===== src/rtl/spram_loader_pkg.sv =====
// Shared encodings for spram_loader: command modes and controller states.
package spram_loader_pkg;

    localparam logic [1:0] MODE_LOAD   = 2'b00;
    localparam logic [1:0] MODE_FILL   = 2'b01;
    localparam logic [1:0] MODE_VERIFY = 2'b10;
    localparam logic [1:0] MODE_RSVD   = 2'b11;

    typedef enum logic [2:0] {
        StIdle,
        StLoad,
        StFill,
        StVerify,
        StDrain,
        StDone
    } state_e;

endpackage


===== src/rtl/spram_loader.sv =====
// Sequential initiator for a single-port RAM: loads a stream, fills a constant, or
// reads a region back and compares its sum with the checksum of the last write pass.
module spram_loader
    import spram_loader_pkg::*;
#(
    parameter int unsigned AddressWidth = 8,
    parameter int unsigned DataWidth    = 8,
    parameter int unsigned SumWidth     = 16
) (
    input  logic                    i_clock,
    input  logic                    i_reset_n,
    input  logic                    i_start,
    input  logic [1:0]              i_mode,
    input  logic [AddressWidth-1:0] i_base_addr,
    input  logic [AddressWidth:0]   i_length,
    input  logic [DataWidth-1:0]    i_fill_value,
    input  logic [DataWidth-1:0]    i_s_data,
    input  logic                    i_s_valid,
    output logic                    o_s_ready,
    output logic [AddressWidth-1:0] o_ram_address,
    output logic [DataWidth-1:0]    o_ram_data,
    output logic                    o_ram_wren,
    input  logic [DataWidth-1:0]    i_ram_q,
    output logic                    o_busy,
    output logic                    o_done,
    output logic [SumWidth-1:0]     o_checksum,
    output logic                    o_verify_error
);

    localparam logic [AddressWidth-1:0] AddrOne = 1;
    localparam logic [AddressWidth:0]   RemOne  = 1;

    state_e                  r_state;
    logic [AddressWidth-1:0] r_addr;
    logic [AddressWidth:0]   r_remaining;
    logic [DataWidth-1:0]    r_fill_value;
    logic [SumWidth-1:0]     r_checksum;
    logic [SumWidth-1:0]     r_verify_sum;
    logic                    r_addr_vld;
    logic                    r_q_vld;
    logic [AddressWidth-1:0] r_ram_address;
    logic [DataWidth-1:0]    r_ram_data;
    logic                    r_ram_wren;
    logic                    r_done;
    logic                    r_verify_error;

    logic                    w_remaining_zero;
    logic                    w_s_ready;
    logic [SumWidth-1:0]     w_verify_sum_next;

    assign w_remaining_zero  = (r_remaining == '0);
    assign w_s_ready         = (r_state == StLoad) && !w_remaining_zero;
    // r_q_vld marks the cycle in which ram_q belongs to an address we issued
    assign w_verify_sum_next = r_q_vld ? (r_verify_sum + SumWidth'(i_ram_q)) : r_verify_sum;

    always_ff @(posedge i_clock) begin
        if (!i_reset_n) begin
            r_state        <= StIdle;
            r_addr         <= '0;
            r_remaining    <= '0;
            r_fill_value   <= '0;
            r_checksum     <= '0;
            r_verify_sum   <= '0;
            r_addr_vld     <= 1'b0;
            r_q_vld        <= 1'b0;
            r_ram_address  <= '0;
            r_ram_data     <= '0;
            r_ram_wren     <= 1'b0;
            r_done         <= 1'b0;
            r_verify_error <= 1'b0;
        end else begin
            r_ram_wren   <= 1'b0;
            r_done       <= 1'b0;
            r_addr_vld   <= 1'b0;
            r_q_vld      <= r_addr_vld;
            r_verify_sum <= w_verify_sum_next;

            unique case (r_state)
                StIdle: begin
                    if (i_start) begin
                        r_addr         <= i_base_addr;
                        r_remaining    <= i_length;
                        r_fill_value   <= i_fill_value;
                        r_verify_error <= 1'b0;
                        if (i_mode == MODE_LOAD || i_mode == MODE_FILL) begin
                            r_checksum <= '0;
                        end
                        if (i_mode == MODE_VERIFY) begin
                            r_verify_sum <= '0;
                        end
                        if (i_length == '0 || i_mode == MODE_RSVD) begin
                            r_state <= StDone;
                            r_done  <= 1'b1;
                        end else if (i_mode == MODE_LOAD) begin
                            r_state <= StLoad;
                        end else if (i_mode == MODE_FILL) begin
                            r_state <= StFill;
                        end else begin
                            r_state <= StVerify;
                        end
                    end
                end
                StLoad: begin
                    if (w_remaining_zero) begin
                        r_state <= StDone;
                        r_done  <= 1'b1;
                    end else if (i_s_valid) begin
                        r_ram_address <= r_addr;
                        r_ram_data    <= i_s_data;
                        r_ram_wren    <= 1'b1;
                        r_checksum    <= r_checksum + SumWidth'(i_s_data);
                        r_addr        <= r_addr + AddrOne;
                        r_remaining   <= r_remaining - RemOne;
                    end
                end
                StFill: begin
                    if (w_remaining_zero) begin
                        r_state <= StDone;
                        r_done  <= 1'b1;
                    end else begin
                        r_ram_address <= r_addr;
                        r_ram_data    <= r_fill_value;
                        r_ram_wren    <= 1'b1;
                        r_checksum    <= r_checksum + SumWidth'(r_fill_value);
                        r_addr        <= r_addr + AddrOne;
                        r_remaining   <= r_remaining - RemOne;
                    end
                end
                StVerify: begin
                    if (w_remaining_zero) begin
                        r_state <= StDrain;
                    end else begin
                        r_ram_address <= r_addr;
                        r_addr_vld    <= 1'b1;
                        r_addr        <= r_addr + AddrOne;
                        r_remaining   <= r_remaining - RemOne;
                    end
                end
                StDrain: begin
                    // Last read word arrives now; compare using the sum that includes it
                    r_state        <= StDone;
                    r_done         <= 1'b1;
                    r_verify_error <= (w_verify_sum_next != r_checksum);
                end
                StDone: begin
                    r_state <= StIdle;
                end
                default: begin
                    r_state <= StIdle;
                end
            endcase
        end
    end

    assign o_s_ready      = w_s_ready;
    assign o_ram_address  = r_ram_address;
    assign o_ram_data     = r_ram_data;
    assign o_ram_wren     = r_ram_wren;
    assign o_busy         = (r_state != StIdle);
    assign o_done         = r_done;
    assign o_checksum     = r_checksum;
    assign o_verify_error = r_verify_error;

endmodule


===== config.mk =====
export PLATFORM = sky130hd
export DESIGN_NAME = spram_loader
export DESIGN_NICKNAME = d
export VERILOG_FILES = /design/src/rtl/spram_loader_pkg.sv /design/src/rtl/spram_loader.sv
export SDC_FILE = /design/constraint.sdc
export NUM_CORES = 1
export LEC_CHECK = 0
export ABC_AREA = 1
export BUFFER_PORTS_ARGS = -buffer_cell sky130_fd_sc_hd__buf_4
export CORE_MARGIN = 2
export CORE_UTILIZATION = 51
export CTS_BUF_LIST = sky130_fd_sc_hd__clkbuf_4 sky130_fd_sc_hd__clkbuf_8 sky130_fd_sc_hd__clkbuf_16
export DETAILED_ROUTE_END_ITERATION = 6
export GPL_ROUTABILITY_DRIVEN = 0
export PLACE_DENSITY = 0.77
export SLEW_MARGIN = 20
export SYNTH_ARGS = -nofsm -noshare
export SYNTH_HDL_FRONTEND = slang
export SYNTH_SLANG_ARGS = --single-unit

===== constraint.sdc =====
create_clock -name i_clock -period 2.4 [get_ports i_clock]
set_input_delay 0.36 -clock i_clock [delete_from_list [all_inputs] [get_ports i_clock]]
set_output_delay 0.36 -clock i_clock [all_outputs]
set_load 0.005 [all_outputs]

==> flow_summary.yaml <==
status:
  outcome: "complete, but fails checks"
  violations: "setup timing"
power:
  leakage_nw: 2.79
  peakVddDrop_mv: 0.674
  p_total_mw: 6.20
  pwr_density_cell_nw_per_um2: 1020
detailed_routing:
  ant_nets: 0
  wl_per_cell_um: 13.9
  drc: 0
  routed_wl_mm: 13.2
  viasPerCell: 5.41
  drtIter0Drc: 303
  firstDrtPassIters: 6
  via_count: 5143
critical_path:
  crit_arrival_ps: 2710
  cp_num_buf_inv: 3
  cp_num_cells: 17
  crit_path_start_kind: "flip-flop"
  crit_family: "simple AND/OR/NAND/NOR gates"
  slowest_stage: "fa_2"
  cp-end-kind: "flip-flop"
  worstPathRequired_ps: 2680
  cp_max_fo: 7
  path_cells: "inv_2 > nor2_4 > nand2_4 > o21ai_2 > ha_2 > inv_2 > fa_2 > inv_2 > nand3_2 > nand2_2 > nand2_2 > nand2_2 > a21oi_2 > xor2_1 > nor3_1 > a21oi_1 > nor2_1"
  worst_path_largest_cell_delay_ps: 360
  rr_worst_depth: 17
  critical_path_class: "flip-flop to flip-flop"
yosys:
  ys_async_sr_fraction: 0
  synth_nets: 799
  ys_ff_latch: 81
  yosysWarnings: 0
  synth-edff-count: 0
  syn_area_per_cell_um2: 6.57
  synthFlopType: "dfxtp_1"
  netlist_area_um2: 4810
  yosysSeqAreaShare: 0.337
  ys_types: 42
  synth_cells: 732
timing:
  hold_viol_final: 0
  fmax_mhz: 411
  setup_viol_count_final: 3
  min_period_ps: 2430
  slew_headroom: 0.637
  slew_violations: 0
  tightest_slew_ps: 542
  setup_tns_ps: -48.9
  skew_ps: 14.5
  holdWs_ps: 249
  rsz0062_at_grt: "yes"
  worst_slack_ps: -33.4
  post-route-period-util: 1.01
die:
  dieArea_um2: 10200
  die_h_um: 101
  pin_count: 84
  die_w_um: 101
  num_rows: 35
  core_area_um2: 9200
  initial_core_util: 0.523
final_layout:
  drive_gt1_frac: 0.227
  mostFrequentLayoutCells: "nand2_1, buf_4, inv_1"
  finalNonFillerCells: 951
  antennaDiodeCount: 0
  area_delta_synth_final_pct: 25.9
  final_net_count: 902
  mostFrequentLayoutCell: "nand2_1"
global_route:
  grt_max_degree: 39
  track_usage: 0.253
  antenna_found_initial: 0
  grt_pass1_wl_mm: 20.9
  grt.overflow.total: 0
  grt_pass1_vias: 4764
min_path:
  min_path_cells: 3
  hold_class: "input pin to flip-flop"
clocking:
  cts_root_buf: "clkbuf_8"
  cts_tree: "built"
  htreeDepth: 3
  clk-insertion-delay-late_ps: 350
  clock_path_buffers: 2
  clk_pin_slew_worst_paths_ps: 90
  hold_buffers: 0
  cts_inserted_buffers: 9
  cts.sinks: 81
placement:
  place.detailed.hpwl_mm: 9.70
  portBuffers: 83
  placed_cells: 926
flow_run:
  cap_violations: 0
## per-stage QoR
step,cell area [um2],utilization,setup WS [ps]
3_5_place_dp,5630,0.613,-145
6_report,6050,0.658,-33.4
5_1_grt,6050,0.658,-231
4_1_cts,5880,0.639,3.59
2_1_floorplan,4820,-,7.15
3_3_place_gp,5630,0.613,25.8
## layer usage
metal | global-route usage | vias up | share of wire
li1 | - | 2590 | -
met1 | 0.328 | 2348 | 0.43
met2 | 0.426 | 189 | 0.48
met3 | 0.0444 | 16 | 0.072
met4 | 0.0832 | 0 | 0.014
met5 | 0 | - | 0
## final cells by class
type / count / area [um2]
clock buffer: 11 / 139
clock inverter: 5 / 80.1
inverter: 106 / 403
sequential: 81 / 1620
multi-input combinational: 528 / 2850
timing repair buffer: 109 / 822
tap: 111 / 139
fill: 797 / 3140
## Yosys cell counts, types with 2 or more instances
cell        n  area, um2
nand2_1   164        616
inv_1      96        360
dfxtp_1    81       1620
nor2_1     73        274
nand3_1    67        335
o21ai_0    63        315
a21oi_1    55        275
ha_1       18        225
clkbuf_1   15       56.3
nor3_1     15       75.1
a31oi_1    12       75.1
or2_2       8       50.1
xor2_1      8       70.1
nand4_1     6       37.5
a211oi_1    5       37.5
inv_2       5       18.8
clkinv_1    4       15.0
nand2_2     4       25.0
nand2_4     3       33.8
a21boi_0    2       15.0
fa_1        2       40.0
nand3b_1    2       15.0
nor2_2      2       12.5
nor2_4      2       22.5
o211ai_1    2       15.0
o21ai_2     2       17.5
## worst paths after layout
kind / startpoint / to / slack [ps]
max: r_state[1] / o_checksum[6] / -30
max reg2reg: r_state[1] / o_checksum[6] / -30
min: i_base_addr[0] / r_addr[0] / 250
min reg2reg: r_addr_vld / r_q_vld / 450
## logic make-up after synthesis
kind of cell             Yosys count  synth area share
AO/OA/AOI/OAI                    147             0.168
XOR/XNOR                           9            0.0164
adder cells (fa/ha/maj)           20            0.0552
buffers and inverters            124            0.0994
flip-flops                        81             0.337
AND/OR/NAND/NOR                  351             0.323
## state kept, by name, summed over array words and instances (netlist names), 3 cells and up
signal and count:
r_state 3, r_verify_sum 16, o_checksum 16, o_ram_data 8, r_remaining 9, r_fill_value 8, r_addr 8, o_ram_address 8
## tightest hold or removal path, cell delays in order
cell and delay, ps:
buf_4 80, a211oi_1 50, nor2_1 80
## report_power, final
group          switching [mW]  internal, mW  total (mW)
Clock                   0.501         0.608        1.11
Combinational            1.90          1.25        3.15
Sequential              0.251          1.68        1.93
Total                    2.65          3.54        6.20
## timing repair
item,in CTS,in global routing
cloned,0,1
resized for setup,11,31
endpoints found under the setup margin,9,11
pin swaps,3,22
buffers inserted,1,7
No activity file was read; power rests on OpenSTA's default activity.
